--- config.mk ---
export PLATFORM = sky130hd
export DESIGN_NAME = uart_transmitter_flat
export DESIGN_NICKNAME = d
export VERILOG_FILES = /design/src/rtl/uart_transmitter_if.sv /design/src/rtl/uart_transmitter.sv /design/src/flat_wrapper.sv
export SDC_FILE = /design/constraint.sdc
export NUM_CORES = 1
export LEC_CHECK = 0
export BUFFER_PORTS_ARGS = -buffer_cell sky130_fd_sc_hd__buf_2
export CORE_UTILIZATION = 45
export CTS_CLUSTER_DIAMETER = 30
export DETAILED_ROUTE_END_ITERATION = 12
export PLACE_DENSITY = 0.64
export SKIP_CTS_REPAIR_TIMING = 1
export SLEW_MARGIN = 20
export SYNTH_ARGS = -nofsm -noshare
export SYNTH_HDL_FRONTEND = slang
export SYNTH_SLANG_ARGS = --single-unit
--- constraint.sdc ---
create_clock -name clk -period 2.3 [get_ports clk]
set_input_delay 0.345 -clock clk [delete_from_list [all_inputs] [get_ports clk]]
set_output_delay 0.345 -clock clk [all_outputs]
set_load 0.05 [all_outputs]
--- src/rtl/uart_transmitter_if.sv ---
// Host-side bundle for the 8N1 UART transmitter: start request and byte in, serial line and busy out.
interface uart_transmitter_if;
  logic       transmit;
  logic [7:0] data;
  logic       serial_output_rx;
  logic       busy;

  modport master (
    output transmit,
    output data,
    input  serial_output_rx,
    input  busy
  );

  modport slave (
    input  transmit,
    input  data,
    output serial_output_rx,
    output busy
  );
endinterface

--- src/rtl/uart_transmitter.sv ---
// 8N1 UART transmitter: start on transmit rising edge while idle, line low on the accepting edge, busy for 10*CLKS_PER_BIT cycles.
// No backpressure: start edges seen while busy are dropped, never queued.
module uart_transmitter #(
  parameter int CLKS_PER_BIT = 434,
  parameter int CNT_WIDTH    = 16
) (
  input  logic                clk,
  input  logic                reset,
  uart_transmitter_if.slave   bus
);

  typedef enum logic [1:0] {IDLE, START, DATA, STOP} state_t;

  localparam logic [CNT_WIDTH-1:0] CNT_LAST = CNT_WIDTH'(CLKS_PER_BIT - 1);

  state_t               state, state_n;
  logic [CNT_WIDTH-1:0] cnt, cnt_n;
  logic [2:0]           idx, idx_n;
  logic [7:0]           shreg, shreg_n;
  logic                 transmit_d;
  logic                 line, line_n;
  logic                 busy_q, busy_n;
  logic                 start;
  logic                 bit_end;

  assign start   = bus.transmit && !transmit_d && (state == IDLE);
  assign bit_end = (cnt == CNT_LAST);

  always_ff @(posedge clk or negedge reset) begin
    if (!reset) begin
      state      <= IDLE;
      cnt        <= '0;
      idx        <= '0;
      shreg      <= '0;
      transmit_d <= 1'b0;
      line       <= 1'b1;
      busy_q     <= 1'b0;
    end else begin
      state      <= state_n;
      cnt        <= cnt_n;
      idx        <= idx_n;
      shreg      <= shreg_n;
      transmit_d <= bus.transmit;
      line       <= line_n;
      busy_q     <= busy_n;
    end
  end

  // Outputs are computed for the next state so line/busy stay registered.
  always_comb begin
    state_n = state;
    cnt_n   = cnt;
    idx_n   = idx;
    shreg_n = shreg;
    line_n  = line;
    busy_n  = busy_q;
    case (state)
      IDLE: begin
        line_n = 1'b1;
        busy_n = 1'b0;
        cnt_n  = '0;
        idx_n  = '0;
        if (start) begin
          shreg_n = bus.data;
          state_n = START;
          line_n  = 1'b0;
          busy_n  = 1'b1;
        end
      end
      START: begin
        if (bit_end) begin
          cnt_n   = '0;
          idx_n   = '0;
          state_n = DATA;
          line_n  = shreg[0];
        end else begin
          cnt_n = cnt + CNT_WIDTH'(1);
        end
      end
      DATA: begin
        if (bit_end) begin
          cnt_n = '0;
          if (idx == 3'd7) begin
            state_n = STOP;
            line_n  = 1'b1;
          end else begin
            idx_n  = idx + 3'd1;
            line_n = shreg[idx_n];
          end
        end else begin
          cnt_n = cnt + CNT_WIDTH'(1);
        end
      end
      STOP: begin
        if (bit_end) begin
          cnt_n   = '0;
          state_n = IDLE;
          line_n  = 1'b1;
          busy_n  = 1'b0;
        end else begin
          cnt_n = cnt + CNT_WIDTH'(1);
        end
      end
      default: begin
        state_n = IDLE;
        line_n  = 1'b1;
        busy_n  = 1'b0;
      end
    endcase
  end

  assign bus.serial_output_rx = line;
  assign bus.busy             = busy_q;

endmodule

--- src/flat_wrapper.sv ---
// flat-port wrapper written by rule: the top's interface ports become plain ports
module uart_transmitter_flat 
#(
  parameter int CLKS_PER_BIT = 434,
  parameter int CNT_WIDTH    = 16
)
  (clk, reset, bus_transmit, bus_data, bus_serial_output_rx, bus_busy);
  uart_transmitter_if bus_i ();
  input  logic clk;
  input  logic reset;
  input wire logic [$bits(bus_i.transmit)-1:0] bus_transmit;
  input wire logic [$bits(bus_i.data)-1:0] bus_data;
  output wire logic [$bits(bus_i.serial_output_rx)-1:0] bus_serial_output_rx;
  output wire logic [$bits(bus_i.busy)-1:0] bus_busy;
  assign bus_i.transmit = bus_transmit;
  assign bus_i.data = bus_data;
  assign bus_serial_output_rx = bus_i.serial_output_rx;
  assign bus_busy = bus_i.busy;
  uart_transmitter #(.CLKS_PER_BIT(CLKS_PER_BIT), .CNT_WIDTH(CNT_WIDTH)) u_core (.clk(clk), .reset(reset), .bus(bus_i));
endmodule
# Yosys cells after proc, flatten, opt, wreduce, memory -nomap -nowiden
# Cells that the tools add are included.
dict set report word_totals {
  ff_bits 32
  input_bits 11
  word_cells 56
}
dict set report op_classes {
  n_addsub 2
  magnitude_cmp 1
  eq_ne 11
  muxes 23
  reduce_logical 12
}
# operator n
set op_table {}
lappend op_table {{16-bit one-hot mux with 2 select lines} 1}
lappend op_table {{16-bit by 1-bit adder with 16-bit output, second input constant} 1}
lappend op_table {{16-bit by 9-bit equality test with 1-bit output, second input constant} 1}
lappend op_table {{16-bit 2-to-1 mux} 1}
lappend op_table {{2-bit 2-to-1 mux} 5}
lappend op_table {{2-bit by 1-bit inequality test with 1-bit output, second input constant} 5}
lappend op_table {{3-bit 2-to-1 mux} 3}
lappend op_table {{3-bit one-hot mux with 3 select lines} 1}
lappend op_table {{1-bit 2-to-1 mux} 8}
lappend op_table {{2-bit one-hot mux with 4 select lines} 1}
lappend op_table {{5-bit AND reduction} 1}
lappend op_table {{2-bit equality test, second input constant} 2}
lappend op_table {{3-bit by 4-bit < comparator with 1-bit output, second input constant} 1}
lappend op_table {{1-bit one-hot mux with 4 select lines} 1}
lappend op_table {{2-bit AND reduction} 2}
lappend op_table {{4-bit AND reduction} 1}
lappend op_table {{3-bit by 1-bit adder with 3-bit output, second input constant} 1}
lappend op_table {{1-bit binary-select mux with 3-bit select} 1}
lappend op_table {{3-bit equality test, second input constant} 1}
lappend op_table {{3-bit AND reduction} 1}
lappend op_table {{3-bit nonzero test} 1}
lappend op_table {{3-bit OR reduction} 1}
lappend op_table {{2-bit by 1-bit equality test with 1-bit output, second input constant} 1}
lappend op_table {{1-bit logical AND} 2}
lappend op_table {{other kinds (5)} 5}

# Depth between registers and ports, before layout
# Gate-level depths: netlist of the first run.
dict set report logic_depth {
  depth_word 6
  ltp_mapped 7
}

# Worst setup path after synthesis of the first run
# OpenSTA, ideal clock, no wires.
dict set report synth_timing {
  kind {flip-flop to flip-flop}
  from {register u_core.idx[0]}
  to {register u_core.state[1]}
  arrival_time_ns 1.569
  path_slack_ns 0.607
  stages_incl_launch_ff 7
  path_buffers 0
  cell_sequence {dfrtp_1 ha_1 ha_1 nor2b_1 a21oi_1 o21ai_0 mux2_2}
}
dict set report synth_between {
  elab_chain_cells 3
}
# item line_no
set synth_rtl {}
lappend synth_rtl {{start, declared} uart_transmitter.sv:18} ;# logic [2:0] idx, idx_n;
lappend synth_rtl {{start signal, assigned} uart_transmitter.sv:41} ;# idx <= idx_n;
lappend synth_rtl {{3-bit equality test} uart_transmitter.sv:83} ;# if (idx == 3'd7) begin
lappend synth_rtl {{2-bit by 1-bit inequality test with 1-bit output (no line)} --}
lappend synth_rtl {{5-bit AND reduction (no line)} --}
lappend synth_rtl {{end signal, assigned} uart_transmitter.sv:39} ;# state <= state_n;
lappend synth_rtl {{end, declared} uart_transmitter.sv:16} ;# state_t state, state_n;
# Every way passes these cells.
# A chain may end at the register's enable or synchronous reset.

# Worst setup path after layout of the first run
dict set report layout_timing {
  from {register u_core.cnt[1]}
  to {register u_core.cnt[13]}
}
dict set report layout_between {
  elab_chain_cells 3
  elab_cells_between_ends 4
}
# item line_no
set layout_rtl {}
lappend layout_rtl {{start, declared} uart_transmitter.sv:17} ;# logic [CNT_WIDTH-1:0] cnt, cnt_n;
lappend layout_rtl {{start signal, assigned} uart_transmitter.sv:40} ;# cnt <= cnt_n;
lappend layout_rtl {{16-bit by 1-bit adder with 16-bit output / 16-bit by 9-bit equality test with 1-bit output (equally long branches)} --}
lappend layout_rtl {{16-bit 2-to-1 mux *} {uart_transmitter.sv:71, uart_transmitter.sv:81, uart_transmitter.sv:95}}
lappend layout_rtl {{16-bit one-hot mux with 2 select lines *} uart_transmitter.sv:57} ;# case (state)
lappend layout_rtl {{named net u_core.cnt_n[13]} uart_transmitter.sv:17}
# The timed path passes the listed nets; every way through them passes the cells marked *.

==> flow_summary_export.csv, run 1 <==
group,metric,value,unit
run_status,status,"completed",
power,pwr-share-seq,61.6,%
synth,synth_top_area_share,47.08,%
placement,dp.cells,204,
synth,synth.top_cells.by_count,"dfrtp_1 (31), nor2_1 (18), ha_1 (9), mux2_2 (9)",
cts,h-tree-depth,2,
cts,cts_buffer_depth,2,
power,powerDensity,504.8,mW/mm^2
timing,worst_pin_slew,0.6938,ns
finish,finish.instance_area,0.001813,sq mm
power,switching_share,24.60,%
timing,tns,0,ns
cts,tritoncts,"done",
synth,synthFlopType,"dfrtp_1",
synth,yosys.cell_types.count,40,
placement,gp_congestion,0.8032,
power,switchingPower,0.2251,mW
setup_path,worstPathRequired,2.51,ns
power,clock_power_share,36.3,%
setup_path,crit_type,"reg -> reg",
drt,drt_first_pass_iters,4,
finish,syn_to_final_growth,10.02,%
finish,nets,185,
setup_path,crit_fanout,16,
floorplanning,core-area,0.003416,sq mm
timing,rsz0062_at_grt,"no",
timing,fmax,0.5274,GHz
floorplanning,die_w,62.52,microns
global_routing,track_usage,18.09,%
synth,async_flop_share,100.0,%
drt,wirelength,3.037,mm
synth,syn_inst,149,
synth,synth_edf_count,0,
floorplanning,floorplan.initialDensity,48.24,%
placement,dp_hpwl,2.214,mm
setup_path,end_kind,"register",
synth,synth_area_leader_cell,"dfrtp_1",
hold_path,hold_path_class,"in -> async",
timing,worst_hold_slack,0.03502,ns
placement,numPortBuffers,12,
synth,synth-seq-area-share,48.67,%
timing,finalHoldViolCount,0,
cts,clkSinkCount,32,
cts,clk_latency,0.34,ns
synth,syn-num-nets,169,
synth,synth_area_leaders,"dfrtp_1 (47%), ha_1 (6.8%), mux2_2 (6.2%)",
cts,cts_made_buffers,5,
global_routing,grt_overflow,0,
timing,fin_skew,0.01232,ns
power,vdd_drop_max,0.4160,mV
floorplanning,die_area,0.003908,sq mm
drt,drt_iter0_drc,35,
finish,drive_gt1_share,23.49,%
synth,syn-cell-area,0.001648,sq mm
placement,post_dp_cell_area,0.001752,sq mm
synth,yosys_warnings,0,
global_routing,first_global_vias,1190,
drt,drc_errors,0,
finish,finalNonFillerCells,212,
job,max_cap_violations,0,
floorplanning,die_h,62.52,microns
floorplanning,pin_count,13,
drt,vias,1176,
timing,min_period_over_period,82.44,%
drt,wl_per_cell,14.33,microns
power,intPower,0.6901,mW
cts,clk_pin_slew_worst_paths,0.11,ns
finish,num_antenna_cells,0,
floorplanning,rows,21,
timing,slew_viol_final,0,
timing,finalSetupViolations,0,
global_routing,grt_max_degree,33,
setup_path,worst_ep_arrival_time,2.11,ns
global_routing,grt_antenna_before_repair,0,
timing,min_period,1.896,ns
global_routing,grt_first_pass_wirelength,5.416,mm
power,comb_power_share,2.1,%
synth,syn_avg_cell_area,11.06,sq um
drt,ant_nets,0,
synth,yosysMostFrequentCell,"dfrtp_1",
drt,avgViaCountPerCell,5.547,
synth,synth_seq_cells,32,
power,p_leak,0.8346,nW
timing,relSlewSlack,53.74,%
cts,clockRootBuffer,"clkbuf_4",
setup_path,start_kind,"register",
## worst paths after layout
check	to	slack (ns)	cells past startpoint	from
min reg2reg	u_core.shreg[6]	0.52	1	u_core.shreg[6]
min	u_core.cnt[12]	0.04	1	reset
min in group clk	u_core.transmit_d	0.14	1	bus_transmit
max in group asynchronous	u_core.cnt[3]	1.81	1	reset
max reg2reg	u_core.cnt[13]	0.40	6	u_core.cnt[1]
max	u_core.cnt[13]	0.40	6	u_core.cnt[1]
## power by group through the flow
stage               Combinational, mW  Sequential, mW  Clock, mW
floorplan                     0.00102           0.575          0
global placement               0.0199           0.574          0
detailed placement             0.0204           0.575          0
CTS                            0.0204           0.564      0.342
global route                   0.0231           0.564      0.364
finish                         0.0193           0.564      0.332
## cells in the final DEF (no fill, tap or decap), drive strengths merged
master     n
xnor2      4
nand2      7
or2        2
a32o       3
dfrtp     31
o21ai      3
or3b       1
clkinv     1
nand3      7
mux2i      1
nand4      3
clkbuf     5
or4        1
nor3b      1
inv        6
nand3b     2
or3        2
clkinvlp   2
buf       12
a21oi      7
mux4       2
xor2       7
nand2b     2
and4       4
mux2       9
o31ai      1
a31oi      1
nor4       4
nor3       1
a221o      1
and3       2
nor2      18
nor2b      1
dfstp      1
ha         9
and2       1
o41ai      1
## flip-flops by register name, summed over array words and instances, names as in the netlist
signal,flops
u_core.cnt,16
u_core.shreg,8
u_core.bus.serial_output_rx,1
u_core.transmit_d,1
u_core.state,2
u_core.idx,3
u_core.bus.busy,1
## cell type report
class | instances | area, sq um
repair buffers | 12 | 60.06
well taps | 46 | 57.56
multi-input cells | 108 | 809.5
clock inverters | 3 | 23.77
inverters | 6 | 22.52
flip-flops and latches | 32 | 802.0
fillers | 328 | 1603
clock buffers | 5 | 37.54
## kinds of logic (layout without fill, tap and decap cells)
| group | count (synthesis) | after routing | share of synthesized area, % |
|---|---|---|---|
| simple gates | 59 | 59 | 20.12 |
| flops | 32 | 32 | 48.67 |
| compound gates | 17 | 17 | 6.834 |
| mux | 12 | 12 | 9.491 |
| xor+xnor | 11 | 11 | 5.846 |
| fa+ha+maj | 9 | 9 | 6.834 |
| buf+inv | 9 | 26 | 2.202 |
## through the flow
stage / total power [mW] / utilization (%) / setup slack [ns]
after floorplan: 0.5756 / - / 0.6066
after global placement: 0.5944 / 51.28 / 0.4425
after detailed placement: 0.5950 / 51.28 / 0.3904
after CTS: 0.9263 / 53.08 / 0.3851
after global routing: 0.9510 / 53.08 / 0.2469
final: 0.9152 / 53.08 / 0.4038
## routing by layer
layer / part of all wire, % / wire (microns) / up-vias / track usage [%]
met5: 0 / 0 / - / 0
li1: - / - / 568 / -
met1: 50 / 1529 / 585 / 23.27
met2: 45 / 1353 / 16 / 28.40
met3: 3.8 / 115 / 7 / 6.387
met4: 1.3 / 40 / 0 / 5.814
## worst max-delay path, cell delays in order, from the launching register on
cell and delay (ns):
dfrtp_1 0.43, inv_1 0.07, ha_1 0.14, nor3b_1 0.23, nand4_1 0.27, nand2_1 0.50, nor2_1 0.13
Power figures use the tool's default switching activity.
==> inputs of run 2 (changes only) <==
Settings changed: ABC_AREA from default to 1, PLACE_DENSITY 0.64 to 0.66.
Clock period 2.3 ns to 1.7 ns, I/O delays scaled along.
==> run 2 against run 1 <==
Net effect:
- synthesized cell count is 45% higher
- first-iteration DRC count grew to 2.9 times the previous value
- synthesized area is 6.8% higher
- register-to-register slack worse by 0.19 ns
- critical endpoint is now u_core.state[0]
- critical path type unchanged
==> flow_summary_export.csv, run 2 <==
group,metric,value,unit
run_status,status,"completed",
finish,register_area,802.0,sq um
finish,drive_gt1_share,17.30,%
synth,syn-num-nets,236,
power,pwr-share-seq,37.6,%
synth,synthFlopType,"dfrtp_1",
timing,tns,0,ns
setup_path,rrSetupSlack,0.21,ns
power,vdd_drop_max,0.7343,mV
power,p_total,2.919,mW
global_routing,grt_antenna_before_repair,0,
synth,synth-simple-area-share,33.97,%
synth,synthMuxAreaShare,0,%
power,powerDensity,1458,mW/mm^2
setup_path,start_kind,"register",
setup_path,cp-startpoint,"u_core.state[0]",
synth,synthAdderAreaFrac,6.397,%
global_routing,first_global_vias,1475,
global_routing,track_usage,19.59,%
finish,final_common_cell,"nand2_1",
finish,multi_input_area,878.3,sq um
synth,synth_seq_cells,32,
floorplanning,floorplan.initialDensity,47.37,%
setup_path,r2r_cells,7,
drt,wirelength,3.427,mm
finish,regMostFlops,"u_core.cnt",
finish,largest_reg_flops,16,
timing,slew_viol_final,0,
floorplanning,core-area,0.003716,sq mm
setup_path,cp_slowest_stage_delay,0.40,ns
cts,clk_pin_slew_worst_paths,0.07,ns
timing,min_period_over_period,87.54,%
power,clock_power_share,24.8,%
timing,worst_hold_slack,0.01841,ns
finish,nets,256,
cts,cts_buffer_depth,2,
synth,synth_top_family_by_area,"simple AND/OR/NAND/NOR gates",
timing,finalHoldViolCount,0,
finish,num_antenna_cells,0,
synth,async_flop_share,100.0,%
drt,vias,1428,
setup_path,slowest_stage,"dfrtp_1",
floorplanning,die_h,64.55,microns
finish,nFillCells,360,
cts,h-tree-depth,2,
global_routing,grt_max_degree,33,
setup_path,worstReg2RegStart,"u_core.state[0]",
drt,drt_first_pass_iters,4,
power,p_leak,0.9192,nW
cts,clkSinkCount,32,
timing,rsz0062_at_grt,"no",
synth,syn_inst,216,
synth,yosysMostFrequentCell,"nand2_1",
drt,wl_per_cell,12.02,microns
synth,synth_edf_count,0,
cts,clk_latency,0.29,ns
drt,drc_errors,0,
synth,synth_top_area_share,44.07,%
setup_path,crit_type,"reg -> reg",
floorplanning,die_w,64.55,microns
synth,synth_area_leaders,"dfrtp_1 (44%), nand2_1 (14%), ha_1 (6.4%)",
synth,synth.top_cells.by_count,"nand2_1 (64), dfrtp_1 (31), nor2_1 (27)",
setup_path,path_cells,"inv_1, ha_1, buf_4, a22oi_1, nand2_2, nand2_1, o21ai_1",
drt,drt_iter0_drc,100,
setup_path,regToRegEndpoint,"u_core.state[0]",
setup_path,end_kind,"register",
timing,fmax,0.6720,GHz
placement,numPortBuffers,12,
floorplanning,pin_count,13,
synth,synth-seq-area-share,45.56,%
floorplanning,die_area,0.004166,sq mm
synth,yosys_warnings,0,
timing,fin_skew,0.004912,ns
hold_path,hold_path_class,"in -> async",
cts,cts_made_buffers,5,
placement,dp_hpwl,2.546,mm
global_routing,grt_overflow,0,
power,comb_power_share,37.6,%
synth,yosys.cell_types.count,31,
synth,syn_avg_cell_area,8.150,sq um
timing,worst_pin_slew,0.7232,ns
finish,final_cell_mix,"nand2_1 (64), dfrtp_1 (31), nor2_1 (27), inv_1 (14), nand3_1 (13)",
placement,gp_congestion,0.8402,
drt,avgViaCountPerCell,5.011,
drt,ant_nets,0,
setup_path,crit_fanout,7,
setup_path,worst_ep_arrival_time,1.67,ns
synth,synth_compound_area_share,4.549,%
timing,min_period,1.488,ns
power,switchingPower,1.128,mW
synth,syn-cell-area,0.001760,sq mm
cts,clockRootBuffer,"clkbuf_8",
setup_path,worstPathRequired,1.88,ns
timing,relSlewSlack,51.79,%
global_routing,grt_first_pass_wirelength,6.175,mm
job,max_cap_violations,0,
timing,finalSetupViolations,0,
synth,synth_area_leader_cell,"dfrtp_1",
power,switching_share,38.63,%
finish,reg.largest.list,"u_core.cnt (16), u_core.shreg (8), u_core.idx (3)",
floorplanning,rows,22,
finish,syn_to_final_growth,13.72,%
setup_path,critPathCapture,"u_core.state[0]",
synth,synth_xor_xnor_area_share,4.975,%
cts,tritoncts,"done",
power,intPower,1.791,mW
==> run 2: worst min-delay path by stage <==
stage | start | end | slack (ns) | cells past startpoint
3_3_place_gp | reset | u_core.cnt[6] | 0.35 | 1
5_1_grt | reset | u_core.cnt[2] | 0.08 | 1
6_report | reset | u_core.cnt[6] | 0.02 | 1
2_1_floorplan | reset | u_core.bus.busy | -0.04 | 0
3_5_place_dp | reset | u_core.cnt[6] | 0.35 | 1
4_1_cts | reset | u_core.cnt[2] | 0.04 | 1
==> run 2: critical path: cells and delay by family, from the launching register on <==
kind | cells | cell delay, ns
AOI/OAI and AO/OA | 2 | 0.32
and+or+nand+nor | 2 | 0.18
adders and majority gates | 1 | 0.22
buffers and inverters | 2 | 0.26
DFF | 1 | 0.40
==> run 2: area by class of cell <==
class | count | area share, %
flip-flops and latches | 32 | 40.06
clock buffers | 6 | 3.625
repair buffers | 15 | 4.125
well taps | 48 | 3.000
multi-input cells | 163 | 43.87
inverters | 19 | 3.562
clock inverters | 2 | 1.750
==> run 2: cells by family after synthesis <==
kind of cell / Yosys count
compound gates: 13
flops: 32
xor+xnor: 10
fa+ha+maj: 9
buf+inv: 21
simple gates: 131
==> run 2: per-layer routing <==
metal  track usage (%)  wire length (microns)  vias to the layer above
li1                  -                      -                      730
met1             21.23                   1497                      661
met2             34.87                   1715                       28
met3             5.458                    136                        9
met4             9.444                     78                        0
met5                 0                      0                        -
==> run 2: per-stage QoR <==
stage               setup WS [ns]  area (sq um)  utilization, %  std cells
global route               0.1013          2002           53.87        285
global placement           0.2588          1894           50.98        277
finish                     0.2119          2002           53.87        285
detailed placement         0.2290          1894           50.98        277
floorplan                  0.2229          1760               -        216
CTS                        0.2166          2002           53.87        285
==> run 2: power by group through the flow <==
stage / combinational (mW) / clock [mW] / sequential [mW]
CTS: 1.11 / 0.746 / 1.10
global placement: 1.08 / 0 / 1.11
floorplan: 0.777 / 0 / 1.15
global route: 1.26 / 0.773 / 1.12
detailed placement: 1.11 / 0 / 1.11
finish: 1.10 / 0.725 / 1.10
